--- src/rtl/bpsk_tx_pkg.sv ---
// bpsk_tx_pkg
//   Shared definitions for the BPSK transmit path: controller FSM state
//   encoding, the word-length derivation, the even-parity helper and the
//   default preamble byte (also used by the receiver side).
package bpsk_tx_pkg;

  typedef enum logic [1:0] {
    ST_IDLE = 2'd0,
    ST_PRE  = 2'd1,
    ST_DATA = 2'd2,
    ST_DONE = 2'd3
  } tx_state_t;

  localparam logic [7:0]  DEFAULT_PREAMBLE = 8'hAA;

  // Widest byte the parity helper accepts; narrower data is zero-extended,
  // which leaves the XOR reduction unchanged.
  localparam int unsigned PAR_MAX_W = 32;

  // Clocks needed to modulate one full word.
  function automatic int unsigned word_cycles(input int unsigned word_width,
                                              input int unsigned samples_per_bit);
    return word_width * samples_per_bit;
  endfunction

  // Even parity: the returned bit makes the total count of ones even.
  function automatic logic even_parity(input logic [PAR_MAX_W-1:0] data);
    return ^data;
  endfunction

endpackage

--- src/rtl/bpsk_tx_if.sv ---
// bpsk_tx_if
//   Bundles the byte-source handshake, frame control and modulator drive
//   signals of the BPSK transmit controller.
//   master : byte source / frame requester side (drives start, frame_len,
//            s_data, s_valid; observes everything else)
//   slave  : controller side (bpsk_tx_controller)
interface bpsk_tx_if #(
  parameter int unsigned DATA_WIDTH = 8,
  parameter int unsigned LEN_WIDTH  = 8
);
  localparam int unsigned WORD_WIDTH = DATA_WIDTH + 1;

  logic                  start;
  logic [LEN_WIDTH-1:0]  frame_len;
  logic [DATA_WIDTH-1:0] s_data;
  logic                  s_valid;
  logic                  s_ready;
  logic                  mod_en;
  logic [WORD_WIDTH-1:0] mod_in;
  logic                  mod_load;
  logic                  busy;
  logic                  done;
  logic                  underrun;

  modport master (
    output start, frame_len, s_data, s_valid,
    input  s_ready, mod_en, mod_in, mod_load, busy, done, underrun
  );

  modport slave (
    input  start, frame_len, s_data, s_valid,
    output s_ready, mod_en, mod_in, mod_load, busy, done, underrun
  );
endinterface

--- src/rtl/bpsk_tx_controller_timer.sv ---
// bpsk_word_timer
//   Free-running modulo-WORD_CYCLES counter marking modulation word slots.
//   clk      : system clock
//   arst     : synchronous active-high reset
//   clr      : hold the count at zero (next word starts at count 0)
//   count    : current position inside the word, 0..WORD_CYCLES-1
//   boundary : high in the last cycle of a word
module bpsk_word_timer
  import bpsk_tx_pkg::*;
#(
  parameter int unsigned WORD_CYCLES = 2304,
  localparam int unsigned CNT_W      = $clog2(WORD_CYCLES)
) (
  input  logic             clk,
  input  logic             arst,
  input  logic             clr,
  output logic [CNT_W-1:0] count,
  output logic             boundary
);

  logic [CNT_W-1:0] count_q;
  logic [CNT_W-1:0] count_d;
  logic             boundary_s;

  // Next count: clear, wrap at the word boundary, otherwise increment.
  always_comb begin
    boundary_s = (count_q == CNT_W'(WORD_CYCLES - 1));
    if (clr) begin
      count_d = '0;
    end else if (boundary_s) begin
      count_d = '0;
    end else begin
      count_d = count_q + CNT_W'(1);
    end
  end

  // Count register.
  always_ff @(posedge clk) begin
    if (arst) begin
      count_q <= '0;
    end else begin
      count_q <= count_d;
    end
  end

  assign count    = count_q;
  assign boundary = boundary_s;

endmodule

--- src/rtl/bpsk_tx_controller.sv ---
// bpsk_tx_controller
//   Frame sequencer in front of the 9-bit-word BPSK modulator. Sends
//   PREAMBLE_LEN preamble words, then frame_len payload bytes fetched over a
//   valid/ready handshake, each extended with an even-parity MSB and held for
//   exactly one modulation interval, with no gaps between words.
//   clk  : system clock
//   arst : synchronous active-high reset
//   bus  : slave modport carrying start/frame_len, the s_* byte handshake,
//          mod_en/mod_in/mod_load to the modulator and busy/done/underrun.
module bpsk_tx_controller
  import bpsk_tx_pkg::*;
#(
  parameter int unsigned           DATA_WIDTH      = 8,
  parameter int unsigned           WORD_WIDTH      = DATA_WIDTH + 1,
  parameter int unsigned           SAMPLES_PER_BIT = 256,
  parameter logic [DATA_WIDTH-1:0] PREAMBLE        = DATA_WIDTH'(DEFAULT_PREAMBLE),
  parameter int unsigned           PREAMBLE_LEN    = 2,
  parameter int unsigned           LEN_WIDTH       = 8
) (
  input  logic    clk,
  input  logic    arst,
  bpsk_tx_if.slave bus
);

  localparam int unsigned           WORD_CYCLES = word_cycles(WORD_WIDTH, SAMPLES_PER_BIT);
  localparam int unsigned           CNT_W       = $clog2(WORD_CYCLES);
  localparam logic [3:0]            PRE_LAST    = 4'(PREAMBLE_LEN - 1);
  localparam logic [WORD_WIDTH-1:0] PRE_WORD    = {even_parity(PAR_MAX_W'(PREAMBLE)), PREAMBLE};

  tx_state_t             state_q,    state_d;
  logic [3:0]            pre_cnt_q,  pre_cnt_d;
  logic [LEN_WIDTH-1:0]  remaining_q, remaining_d;
  logic                  mod_en_q,   mod_en_d;
  logic [WORD_WIDTH-1:0] mod_in_q,   mod_in_d;
  logic                  mod_load_q, mod_load_d;
  logic                  busy_q,     busy_d;
  logic                  done_q,     done_d;
  logic                  underrun_q, underrun_d;
  logic                  s_ready_q,  s_ready_d;

  logic                  timer_clr_s;
  logic [CNT_W-1:0]      count_s;
  logic                  boundary_s;
  logic                  near_boundary_s;
  logic                  fetch_s;
  logic                  finish_s;
  logic [WORD_WIDTH-1:0] data_word_s;

  bpsk_word_timer #(
    .WORD_CYCLES (WORD_CYCLES)
  ) u_timer (
    .clk      (clk),
    .arst     (arst),
    .clr      (timer_clr_s),
    .count    (count_s),
    .boundary (boundary_s)
  );

  // Next state, word sequencing and registered-output values.
  always_comb begin
    state_d     = state_q;
    pre_cnt_d   = pre_cnt_q;
    remaining_d = remaining_q;
    mod_en_d    = mod_en_q;
    mod_in_d    = mod_in_q;
    mod_load_d  = 1'b0;
    busy_d      = busy_q;
    done_d      = 1'b0;
    underrun_d  = underrun_q;
    s_ready_d   = 1'b0;
    timer_clr_s = 1'b0;
    fetch_s     = 1'b0;
    finish_s    = 1'b0;
    data_word_s = {even_parity(PAR_MAX_W'(bus.s_data)), bus.s_data};
    // s_ready is registered, so it is raised one cycle ahead of the boundary
    // of a word that will be followed by a payload word.
    near_boundary_s = (count_s == CNT_W'(WORD_CYCLES - 2));

    case (state_q)
      ST_IDLE: begin
        timer_clr_s = 1'b1;
        if (bus.start) begin
          remaining_d = bus.frame_len;
          pre_cnt_d   = 4'd0;
          underrun_d  = 1'b0;
          mod_en_d    = 1'b1;
          mod_in_d    = PRE_WORD;
          mod_load_d  = 1'b1;
          busy_d      = 1'b1;
          state_d     = ST_PRE;
        end else begin
          mod_en_d = 1'b0;
          mod_in_d = '0;
          busy_d   = 1'b0;
        end
      end
      ST_PRE: begin
        if (boundary_s) begin
          if (pre_cnt_q == PRE_LAST) begin
            if (remaining_q == '0) begin
              finish_s = 1'b1;
            end else begin
              fetch_s = 1'b1;
            end
          end else begin
            pre_cnt_d  = pre_cnt_q + 4'd1;
            mod_load_d = 1'b1;
          end
        end else begin
          s_ready_d = near_boundary_s && (pre_cnt_q == PRE_LAST) && (remaining_q != '0);
        end
      end
      ST_DATA: begin
        if (boundary_s) begin
          if (remaining_q == '0) begin
            finish_s = 1'b1;
          end else begin
            fetch_s = 1'b1;
          end
        end else begin
          s_ready_d = near_boundary_s && (remaining_q != '0);
        end
      end
      ST_DONE: begin
        timer_clr_s = 1'b1;
        mod_en_d    = 1'b0;
        mod_in_d    = '0;
        busy_d      = 1'b0;
        state_d     = ST_IDLE;
      end
      default: begin
        timer_clr_s = 1'b1;
        mod_en_d    = 1'b0;
        mod_in_d    = '0;
        busy_d      = 1'b0;
        state_d     = ST_IDLE;
      end
    endcase

    if (finish_s) begin
      mod_en_d = 1'b0;
      mod_in_d = '0;
      busy_d   = 1'b0;
      done_d   = 1'b1;
      state_d  = ST_DONE;
    end else if (fetch_s) begin
      if (bus.s_valid) begin
        mod_in_d    = data_word_s;
        mod_load_d  = 1'b1;
        remaining_d = remaining_q - LEN_WIDTH'(1);
        state_d     = ST_DATA;
      end else begin
        // Byte was due but the source had nothing: abort without done.
        underrun_d = 1'b1;
        mod_en_d   = 1'b0;
        mod_in_d   = '0;
        busy_d     = 1'b0;
        state_d    = ST_IDLE;
      end
    end else begin
      state_d = state_d;
    end
  end

  // State and output registers.
  always_ff @(posedge clk) begin
    if (arst) begin
      state_q     <= ST_IDLE;
      pre_cnt_q   <= '0;
      remaining_q <= '0;
      mod_en_q    <= 1'b0;
      mod_in_q    <= '0;
      mod_load_q  <= 1'b0;
      busy_q      <= 1'b0;
      done_q      <= 1'b0;
      underrun_q  <= 1'b0;
      s_ready_q   <= 1'b0;
    end else begin
      state_q     <= state_d;
      pre_cnt_q   <= pre_cnt_d;
      remaining_q <= remaining_d;
      mod_en_q    <= mod_en_d;
      mod_in_q    <= mod_in_d;
      mod_load_q  <= mod_load_d;
      busy_q      <= busy_d;
      done_q      <= done_d;
      underrun_q  <= underrun_d;
      s_ready_q   <= s_ready_d;
    end
  end

  assign bus.s_ready  = s_ready_q;
  assign bus.mod_en   = mod_en_q;
  assign bus.mod_in   = mod_in_q;
  assign bus.mod_load = mod_load_q;
  assign bus.busy     = busy_q;
  assign bus.done     = done_q;
  assign bus.underrun = underrun_q;

endmodule

--- src/flat_wrapper.sv ---
// flat-port wrapper written by rule: the top's interface ports become plain ports
module bpsk_tx_controller_flat import bpsk_tx_pkg::*;
#(
  parameter int unsigned           DATA_WIDTH      = 8,
  parameter int unsigned           WORD_WIDTH      = DATA_WIDTH + 1,
  parameter int unsigned           SAMPLES_PER_BIT = 256,
  parameter logic [DATA_WIDTH-1:0] PREAMBLE        = DATA_WIDTH'(DEFAULT_PREAMBLE),
  parameter int unsigned           PREAMBLE_LEN    = 2,
  parameter int unsigned           LEN_WIDTH       = 8
)
  (clk, arst, bus_start, bus_frame_len, bus_s_data, bus_s_valid, bus_s_ready, bus_mod_en, bus_mod_in, bus_mod_load, bus_busy, bus_done, bus_underrun);
  bpsk_tx_if #(.DATA_WIDTH(DATA_WIDTH), .LEN_WIDTH(LEN_WIDTH)) bus_i ();
  input  logic clk;
  input  logic arst;
  input wire logic [$bits(bus_i.start)-1:0] bus_start;
  input wire logic [$bits(bus_i.frame_len)-1:0] bus_frame_len;
  input wire logic [$bits(bus_i.s_data)-1:0] bus_s_data;
  input wire logic [$bits(bus_i.s_valid)-1:0] bus_s_valid;
  output wire logic [$bits(bus_i.s_ready)-1:0] bus_s_ready;
  output wire logic [$bits(bus_i.mod_en)-1:0] bus_mod_en;
  output wire logic [$bits(bus_i.mod_in)-1:0] bus_mod_in;
  output wire logic [$bits(bus_i.mod_load)-1:0] bus_mod_load;
  output wire logic [$bits(bus_i.busy)-1:0] bus_busy;
  output wire logic [$bits(bus_i.done)-1:0] bus_done;
  output wire logic [$bits(bus_i.underrun)-1:0] bus_underrun;
  assign bus_i.start = bus_start;
  assign bus_i.frame_len = bus_frame_len;
  assign bus_i.s_data = bus_s_data;
  assign bus_i.s_valid = bus_s_valid;
  assign bus_s_ready = bus_i.s_ready;
  assign bus_mod_en = bus_i.mod_en;
  assign bus_mod_in = bus_i.mod_in;
  assign bus_mod_load = bus_i.mod_load;
  assign bus_busy = bus_i.busy;
  assign bus_done = bus_i.done;
  assign bus_underrun = bus_i.underrun;
  bpsk_tx_controller #(.DATA_WIDTH(DATA_WIDTH), .WORD_WIDTH(WORD_WIDTH), .SAMPLES_PER_BIT(SAMPLES_PER_BIT), .PREAMBLE(PREAMBLE), .PREAMBLE_LEN(PREAMBLE_LEN), .LEN_WIDTH(LEN_WIDTH)) u_core (.clk(clk), .arst(arst), .bus(bus_i));
endmodule
--- config.mk ---
export PLATFORM = sky130hd
export DESIGN_NAME = bpsk_tx_controller_flat
export DESIGN_NICKNAME = d
export VERILOG_FILES = /design/src/rtl/bpsk_tx_pkg.sv /design/src/rtl/bpsk_tx_if.sv /design/src/rtl/bpsk_tx_controller_timer.sv /design/src/rtl/bpsk_tx_controller.sv /design/src/flat_wrapper.sv
export SDC_FILE = /design/constraint.sdc
export NUM_CORES = 1
export LEC_CHECK = 0
export CORE_MARGIN = 5
export CORE_UTILIZATION = 41
export CTS_BUF_LIST = sky130_fd_sc_hd__clkbuf_16
export DETAILED_ROUTE_END_ITERATION = 10
export GPL_TIMING_DRIVEN = 0
export PLACE_DENSITY = 0.71
export SYNTH_ARGS = -nofsm -noshare
export SYNTH_HDL_FRONTEND = slang
export SYNTH_SLANG_ARGS = --single-unit
--- constraint.sdc ---
create_clock -name clk -period 2 [get_ports clk]
set_clock_uncertainty 0.15 [all_clocks]
set_input_delay 0.2 -clock clk [delete_from_list [all_inputs] [get_ports clk]]
set_output_delay 0.2 -clock clk [all_outputs]
set_load 0.02 [all_outputs]
Word-level counts from Yosys, hierarchy flattened
Index checks and enable logic that the tools add are counted.
{ "totals": {"reg_bits": 41, "input_bits": 20} }
{ "classes": {"addsub": 3, "eq_ne": 10, "n_mux": 51, "reduce_logical": 15} }
{ "ops": {"columns": ["op", "count"], "rows": [
  ["2-to-1 mux 8 bit", 6],
  ["XOR reduction 32 bit", 1],
  ["2-to-1 mux 1 bit", 27],
  ["equality test 12 bit, second input constant", 2],
  ["2-to-1 mux 9 bit", 2],
  ["case mux 9 bit (2 select lines)", 1],
  ["adder 12 x 1 -> 12 bit, second input constant", 1],
  ["2-to-1 mux 4 bit", 3],
  ["case mux 1 bit (2 select lines)", 6],
  ["zero test 8 bit", 1],
  ["2-to-1 mux 2 bit", 4],
  ["case mux 4 bit (2 select lines)", 1],
  ["nonzero test 8 bit", 1],
  ["subtractor 8 x 1 -> 8 bit, second input constant", 1],
  ["adder 4 x 1 -> 4 bit, second input constant", 1],
  ["equality test 2 bit, second input constant", 2],
  ["equality test 4 x 1 -> 1 bit, second input constant", 1],
  ["inequality test 2 bit, second input constant", 2],
  ["inequality test 4 x 2 -> 1 bit, second input constant", 1],
  ["case mux 2 bit (2 select lines)", 1],
  ["AND reduction 4 bit", 1],
  ["nonzero test 4 bit", 1],
  ["OR reduction 2 bit", 2],
  ["logical AND 1 bit", 3],
  ["other kinds (7)", 7]
]} }

Depth between registers and ports, before layout
Gate-level depths: netlist of the first run.
{ "logic_depth": {"depth_word": 7, "mapped_depth": 9, "depth_no_buf": 7} }

Modules after synthesis
Synthesis of the first run repeated with hierarchy kept, for this count alone.
{ "unflattened": {"hier_cells": 250, "hier_area_um2": 2263.4} }
{ "modules_own_cells": {"columns": ["mod", "n_inst", "cells_per_inst", "area_per_inst_um2"], "rows": [
  ["bpsk_tx_controller", 1, 192, 1684.1],
  ["bpsk_word_timer", 1, 58, 579.3]
]} }

Least setup slack after synthesis of the first run
OpenSTA, ideal clock, no wires.
{ "synth_path": {"path_kind": "register to register", "startpoint": "register u_core.remaining_q[0]", "endpoint": "register u_core.remaining_q[3]", "t_arrival_ns": 1.854, "required_ns": 1.719, "setup_slack_ns": -0.135, "stages_incl_launch_ff": 10, "n_path_buf": 2, "path_cell_list": "dfxtp_1 inv_1 ha_1 or3b_1 buf_2 nor2_8 or3_4 buf_6 o41ai_2 o22ai_1"} }
{ "synth_between": {"elab_chain_cells": 7, "word_cells_on_any_way": 15, "cone_classes": "add/sub: 1; mux: 13; reduce/logical: 1"} }
{ "synth_rtl": {"columns": ["item", "line", "source"], "rows": [
  ["start, declared", "bpsk_tx_controller.sv:32", "logic [LEN_WIDTH-1:0] remaining_q, remaining_d;"],
  ["start signal, assigned", "bpsk_tx_controller.sv:181", "remaining_q <= remaining_d;"],
  ["zero test 8 bit", "bpsk_tx_controller.sv:100, bpsk_tx_controller.sv:115", null],
  ["2-to-1 mux 1 bit", "bpsk_tx_controller.sv:100, bpsk_tx_controller.sv:115", null],
  ["2-to-1 mux 1 bit", "bpsk_tx_controller.sv:99", "if (pre_cnt_q == PRE_LAST) begin"],
  ["2-to-1 mux 1 bit", "bpsk_tx_controller.sv:98", "if (boundary_s) begin"],
  ["case mux 1 bit (2 select lines)", "bpsk_tx_controller.sv:79", "case (state_q)"],
  ["2-to-1 mux 8 bit", "bpsk_tx_controller.sv:146", "end else if (fetch_s) begin"],
  ["2-to-1 mux 8 bit (*)", "bpsk_tx_controller.sv:140", "if (finish_s) begin"]
]} }
Every way passes the cells marked *; elsewhere a longest branch is shown, timed or not.
A chain may end at the register's enable or synchronous reset.

Final worst setup path of the first run
{ "layout_path": {"startpoint": "register u_core.remaining_q[1]", "endpoint": "register u_core.remaining_q[5]"} }
Same word-level chain as after synthesis.

==> results of run 1 <==
==> synth_stat cells, types with 4 or more instances <==
master / number
a31oi_1: 11
a221oi_1: 4
ha_1: 9
nand3_1: 14
dfxtp_1: 41
a22oi_1: 7
and2_1: 4
and3_1: 4
nor2_1: 27
xnor2_1: 8
xor2_1: 9
nand2_1: 20
inv_1: 11
clkbuf_1: 6
a21oi_1: 4
o21ai_0: 4
==> placed cells by master (no fill, tap or decap), types with 4 or more instances in the layout <==
cell / instances
xor2_1: 9
xnor2_1: 8
inv_1: 7
ha_4: 4
buf_6: 18
ha_1: 5
a21oi_1: 4
nor2_1: 26
nand3_1: 11
o21ai_0: 4
dfxtp_1: 32
a221oi_2: 4
inv_2: 4
a31oi_1: 11
a22oi_2: 6
and2_1: 4
nand2_1: 16
buf_4: 18
clkdlybuf4s50_1: 34
dfxtp_2: 8
nand2_2: 4
clkbuf_16: 5
==> critical path, cell delays in order (launching register included) <==
cell and delay, ns:
dfxtp_2 0.33, inv_2 0.06, ha_4 0.12, or3b_1 0.35, buf_6 0.14, nor2_8 0.14, buf_12 0.11, nor3_4 0.05
buf_4 0.14, or3_1 0.30, o211a_1 0.11
==> path summary, 6_finish.rpt <==
path	to	slack (ns)	cells after the start
worst max-delay path	u_core.remaining_q[5]	-0.11	10
worst min-delay path	u_core.bus.mod_in[3]	0.31	2
worst max register to register	u_core.remaining_q[5]	-0.11	10
worst min register to register	u_core.bus.mod_in[3]	0.31	2
==> logic make-up (layout without fill, tap and decap cells) <==
kind of cell | Yosys count | count (layout) | share of synthesized area, %
fa+ha+maj | 9 | 9 | 5.146
simple gates | 101 | 101 | 26.42
xor+xnor | 17 | 17 | 6.804
buf+inv | 22 | 94 | 4.460
mux | 5 | 5 | 2.458
compound gates | 49 | 50 | 17.21
flops | 41 | 41 | 37.51
==> per-stage QoR <==
step	instance area [sq um]	total power, mW	worst slack, ns	TNS, ns
finish	3339	2.269	-0.1113	-0.4856
global route	3339	2.361	-0.1704	-2.006
global placement	2636	1.237	-0.2337	-2.397
detailed placement	2636	1.240	-0.2479	-2.685
CTS	3102	2.194	-0.1414	-0.6029
floorplan	2208	1.119	-0.007558	-0.01273
==> repair_timing <==
action	CTS	global route
setup endpoints to repair	29	24
setup buffers	26	7
resized for setup	30	42
pin swaps	13	29
cloned	0	2
==> per-layer routing <==
layer | vias to the layer above | global-route usage [%] | routed length, um
li1 | 1029 | - | -
met1 | 1005 | 19.96 | 2793
met2 | 52 | 26.60 | 2789
met3 | 8 | 4.059 | 301
met4 | 0 | 4.755 | 84
met5 | - | 0 | 0
==> report_power, final <==
group / leakage [nW] / switching (mW) / internal [mW]
Clock: 0.0797 / 0.316 / 0.579
Combinational: 0.819 / 0.244 / 0.251
Sequential: 0.338 / 0.0311 / 0.848
Total: 1.24 / 0.591 / 1.68
==> sequential cells by signal (all words and copies together) (netlist names) <==
signal	count
u_core.u_timer.count	12
u_core.bus.s_ready	1
u_core.bus.mod_in	9
u_core.bus.mod_load	1
u_core.bus.mod_en	1
u_core.bus.underrun	1
u_core.remaining_q	8
u_core.bus.done	1
u_core.bus.busy	1
u_core.state_q	2
u_core.pre_cnt_q	4
==> layout make-up <==
class                   count  area share, %
plain buffers               8          1.948
flip-flops and latches     41          24.99
repair buffers             68          19.90
clock inverters             2          1.049
multi-input cells         182          44.51
inverters                  11          1.236
well taps                  70          2.623
clock buffers               5          3.747
==> run summary, run 1 <==
Outcome = complete, but fails checks
Failing checks = negative setup slack
Number of detailed-route iterations in the first pass = 4
Area delta synth->final = 52.60%
Crit Path Class = reg -> reg
Worst relative slew slack = 61.70%
Tot GR Track Use = 15.87%
Tightest Pin Transition = 0.5686 ns
Largest net degree at the start of global routing = 13
HP Start = u_core.bus.mod_in[3]
Worst r2r src = u_core.remaining_q[1]
Min Tclk post-route = 2.111 ns
H-tree depth = 2
Final wirelength = 5.969 mm
Top FF cell, synth = dfxtp_1
Final core utilization = 64.97%
Leak Pwr = 1.236 nW
Row cnt = 26
Core area = 5140 sq um
Slew Viols, Final = 0
FFs w/ async S/R, synth = 0%
Starting Density = 42.58%
Startpoint types = flop
Ranking of synthesized cells by area = dfxtp_1, ha_1, nor2_1
CTS tree = yes
Share of the synthesized area in the top cell type = 37.51%
Final Setup Violations = 13
Via Count = 2094
CP Launch Point = u_core.remaining_q[1]
Final Hold Vio Count = 0
# IOs = 35
Initial antenna violation count = 0
Fmax = 473.6 MHz
Nets = 346
Cell Area, Synth = 2188 sq um
HPWL Detailed = 3.622 mm
Maximum VDD drop = 0.4674 mV
Total grt overflow = 0
CTS buffer count = 5
Antenna Nets Post-Route = 0
CP Data Required Time = 2.03 ns
Hold Buf Count CTS = 0
CTS Sinks = 41
Layout cells sized above 1 = 33.44%
Root buffer cell = clkbuf_16
Die Area = 6898 sq um
Worst hold-check path type = reg -> reg
Fin worst setup slack = -0.1113 ns
Clk_lat worst skew = 0.28 ns
Via-to-Cell Ratio = 5.411
Cell Count Post-Placement = 348
Post-Synthesis Net Count = 273
Gate Count Post-Synth = 244
Worst-path clk slew = 0.06 ns
PwrDens = 679.4 nW/um^2
Reg area = 834.6 sq um
Global placer's final weighted congestion = 0.8706
CP Capture Type = flop
Register area share after synthesis = 37.51%
DR WL/cell = 15.42 um
Minimum hold slack = 0.3075 ns
Fin cells = 387
Vias in the first global route = 1960
Worst-path fanout max = 4
Post-synth EDFFs = 0
Multi-input gate area = 1486 sq um
Fillers = 419
Die Y = 83.06 um
Max-cap violations = 0
Drt first-iter violations = 145
Ys Warns = 0
WP data arrival = 2.14 ns
Post-synth top area cell = dfxtp_1
RSZ-0062 raised after global routing = true
First-pass GRT wire length = 9.108 mm
CTS Buffer Depth = 2
DRC errors left = 0
Seq cells post-synth = 41
Cell variety after synth = 56
Syn Area/Cell = 8.969 sq um
Period utilization = 105.6%
Diode count = 0
Port bufs = 34
Chip width = 83.06 um
Power figures use the tool's default switching activity.
==> inputs of run 2 (changes only) <==
--- a/config.mk
+++ b/config.mk
@@ -5,6 +5,7 @@
 export SDC_FILE = /design/constraint.sdc
 export NUM_CORES = 1
 export LEC_CHECK = 0
+export CAP_MARGIN = 40
 export CORE_MARGIN = 5
 export CORE_UTILIZATION = 41
 export CTS_BUF_LIST = sky130_fd_sc_hd__clkbuf_16
==> constraint.sdc (replaced) <==
create_clock -name clk -period 1.7 [get_ports clk]
set_clock_uncertainty 0.15 [all_clocks]
set_input_delay 0.17 -clock clk [delete_from_list [all_inputs] [get_ports clk]]
set_output_delay 0.17 -clock clk [all_outputs]
set_load 0.02 [all_outputs]
==> run summary, run 2 (same netlist as run 1, synthesis figures left out) <==
Die Area = 6898 sq um (unchanged)
Startpoint types = flop (unchanged)
Row cnt = 26 (unchanged)
Area delta synth->final = 62.89% (was 52.60%)
Diode count = 0 (unchanged)
CTS buffer count = 5 (unchanged)
Period utilization = 124.8% (was 105.6%)
Max-cap violations = 0 (unchanged)
Number of detailed-route iterations in the first pass = 4 (unchanged)
Fin cells = 399 (was 387)
Min Tclk post-route = 2.122 ns (was 2.111 ns)
Vias in the first global route = 2202 (was 1960)
Cell Count Post-Placement = 348 (unchanged)
Largest register FFs = 12 (unchanged)
Final Setup Violations = 41 (was 13)
Crit Path Class = reg -> reg (unchanged)
Chip width = 83.06 um (unchanged)
Root buffer cell = clkbuf_16 (unchanged)
HPWL Detailed = 3.743 mm (was 3.622 mm)
First-pass GRT wire length = 10.65 mm (was 9.108 mm)
Pre-CTS setup slack = -0.5490 ns (was -0.2479 ns)
CTS Sinks = 41 (unchanged)
Hold Buf Count CTS = 0 (unchanged)
Critical path's slowest cell = or4_4 (was or3b_1)
Fmax = 471.3 MHz (was 473.6 MHz)
Worst hold-check path type = reg -> reg (unchanged)
DRC errors left = 0 (unchanged)
Via Count = 2227 (was 2094)
Port bufs = 34 (unchanged)
Leak Pwr = 1.309 nW (was 1.236 nW)
CTS tree = yes (unchanged)
Setup TNS = -9.234 ns (was -0.4856 ns)
Via-to-Cell Ratio = 5.581 (was 5.411)
Fillers = 393 (was 419)
Nets = 357 (was 346)
Failing checks = negative setup slack (unchanged)
Core area = 5140 sq um (unchanged)
Slowest cell delay on critical path = 0.61 ns (was 0.35 ns)
CP Capture Type = flop (unchanged)
Slew Viols, Final = 0 (unchanged)
RSZ-0062 raised after global routing = true (unchanged)
Maximum VDD drop = 0.4896 mV (was 0.4674 mV)
Tightest Pin Transition = 0.4986 ns (was 0.5686 ns)
# IOs = 35 (unchanged)
Global placer's final weighted congestion = 0.8120 (was 0.8706)
Fin worst setup slack = -0.4220 ns (was -0.1113 ns)
WP data arrival = 2.15 ns (was 2.14 ns)
Worst-path fanout max = 7 (was 4)
CTS Buffer Depth = 2 (unchanged)
Clk_lat worst skew = 0.28 ns (about the same)
CP Data Required Time = 1.72 ns (was 2.03 ns)
Layout cells sized above 1 = 42.55% (was 33.44%)
Most frequent cells in the layout = clkdlybuf4s50_1, buf_4, dfxtp_1 (was clkdlybuf4s50_1, dfxtp_1, nor2_1)
Initial antenna violation count = 0 (unchanged)
Starting Density = 42.58% (unchanged)
H-tree depth = 2 (unchanged)
Outcome = complete, but fails checks (unchanged)
Cells along the critical path = or4_4 -> nor2_8 -> buf_12 -> nor3_4 -> mux2_4 -> o211a_1 (was inv_2 -> ha_4 -> or3b_1 -> buf_6 -> nor2_8 -> buf_12 -> nor3_4 -> buf_4 -> or3_1 -> o211a_1)
PwrDens = 764.1 nW/um^2 (was 679.4 nW/um^2)
Most common cell after layout, fill and taps aside = clkdlybuf4s50_1 (unchanged)
Worst-path clk slew = 0.06 ns (about the same)
Drt first-iter violations = 225 (was 145)
Total grt overflow = 0 (unchanged)
Final Hold Vio Count = 0 (unchanged)
Final core utilization = 69.35% (was 64.97%)
Antenna Nets Post-Route = 0 (unchanged)
Largest net degree at the start of global routing = 13 (unchanged)
DR WL/cell = 16.96 um (was 15.42 um)
Worst relative slew slack = 66.76% (was 61.70%)
Tot GR Track Use = 18.62% (was 15.87%)
Final wirelength = 6.769 mm (was 5.969 mm)
Die Y = 83.06 um (unchanged)
-- run 2: layer usage --
metal	track usage, %	share of wire, %	vias up
met5	0	0	-
met4	6.241	1.8	0
met3	4.752	5.4	11
met2	31.20	49	75
met1	23.16	44	1077
li1	-	-	1064
-- run 2: final timing paths --
path                               from                    end  slack, ns  depth (start not counted)
setup / recovery  u_core.remaining_q[5]  u_core.remaining_q[5]      -0.42                          6
hold / removal     u_core.bus.mod_in[5]   u_core.bus.mod_in[5]       0.31                          2
setup reg to reg  u_core.remaining_q[5]  u_core.remaining_q[5]      -0.42                          6
hold reg to reg    u_core.bus.mod_in[5]   u_core.bus.mod_in[5]       0.31                          2
-- run 2: report_power, final --
group | internal, mW | switching, mW
combinational | 0.320 | 0.322
sequential | 0.994 | 0.0362
clock | 0.682 | 0.370
total | 2.00 | 0.728
-- run 2: final cells by class --
class	count	area (sq um)	area share [%]
well taps	70	87.58	2.457
multi-input cells	182	1593	44.68
clock inverters	3	37.54	1.053
clock buffers	5	125.1	3.510
inverters	11	41.29	1.158
plain buffers	8	71.32	2.001
flip-flops and latches	41	852.1	23.90
repair buffers	79	757.0	21.24
-- run 2: critical path, delay by kind of cell, from the launching register on --
family	cells	cell delay, ns
muxes	1	0.31
and+or+nand+nor	3	0.85
DFF	1	0.38
AOI/OAI and AO/OA	1	0.20
buffers and inverters	1	0.12
-- run 2: repair_timing --
item,CTS,global route
buffers inserted,35,10
resized for setup,59,33
cloned,4,1
setup endpoints to repair,38,41
pin swaps,32,24
-- run 2: stage by stage --
stage / instance area, sq um / power, mW / hold slack (ns)
floorplan: 2266 / 1.334 / 0.1683
global placement: 2694 / 1.472 / 0.3073
detailed placement: 2694 / 1.479 / 0.3136
CTS: 3392 / 2.659 / 0.3134
global route: 3565 / 2.823 / 0.3268
finish: 3565 / 2.724 / 0.3100
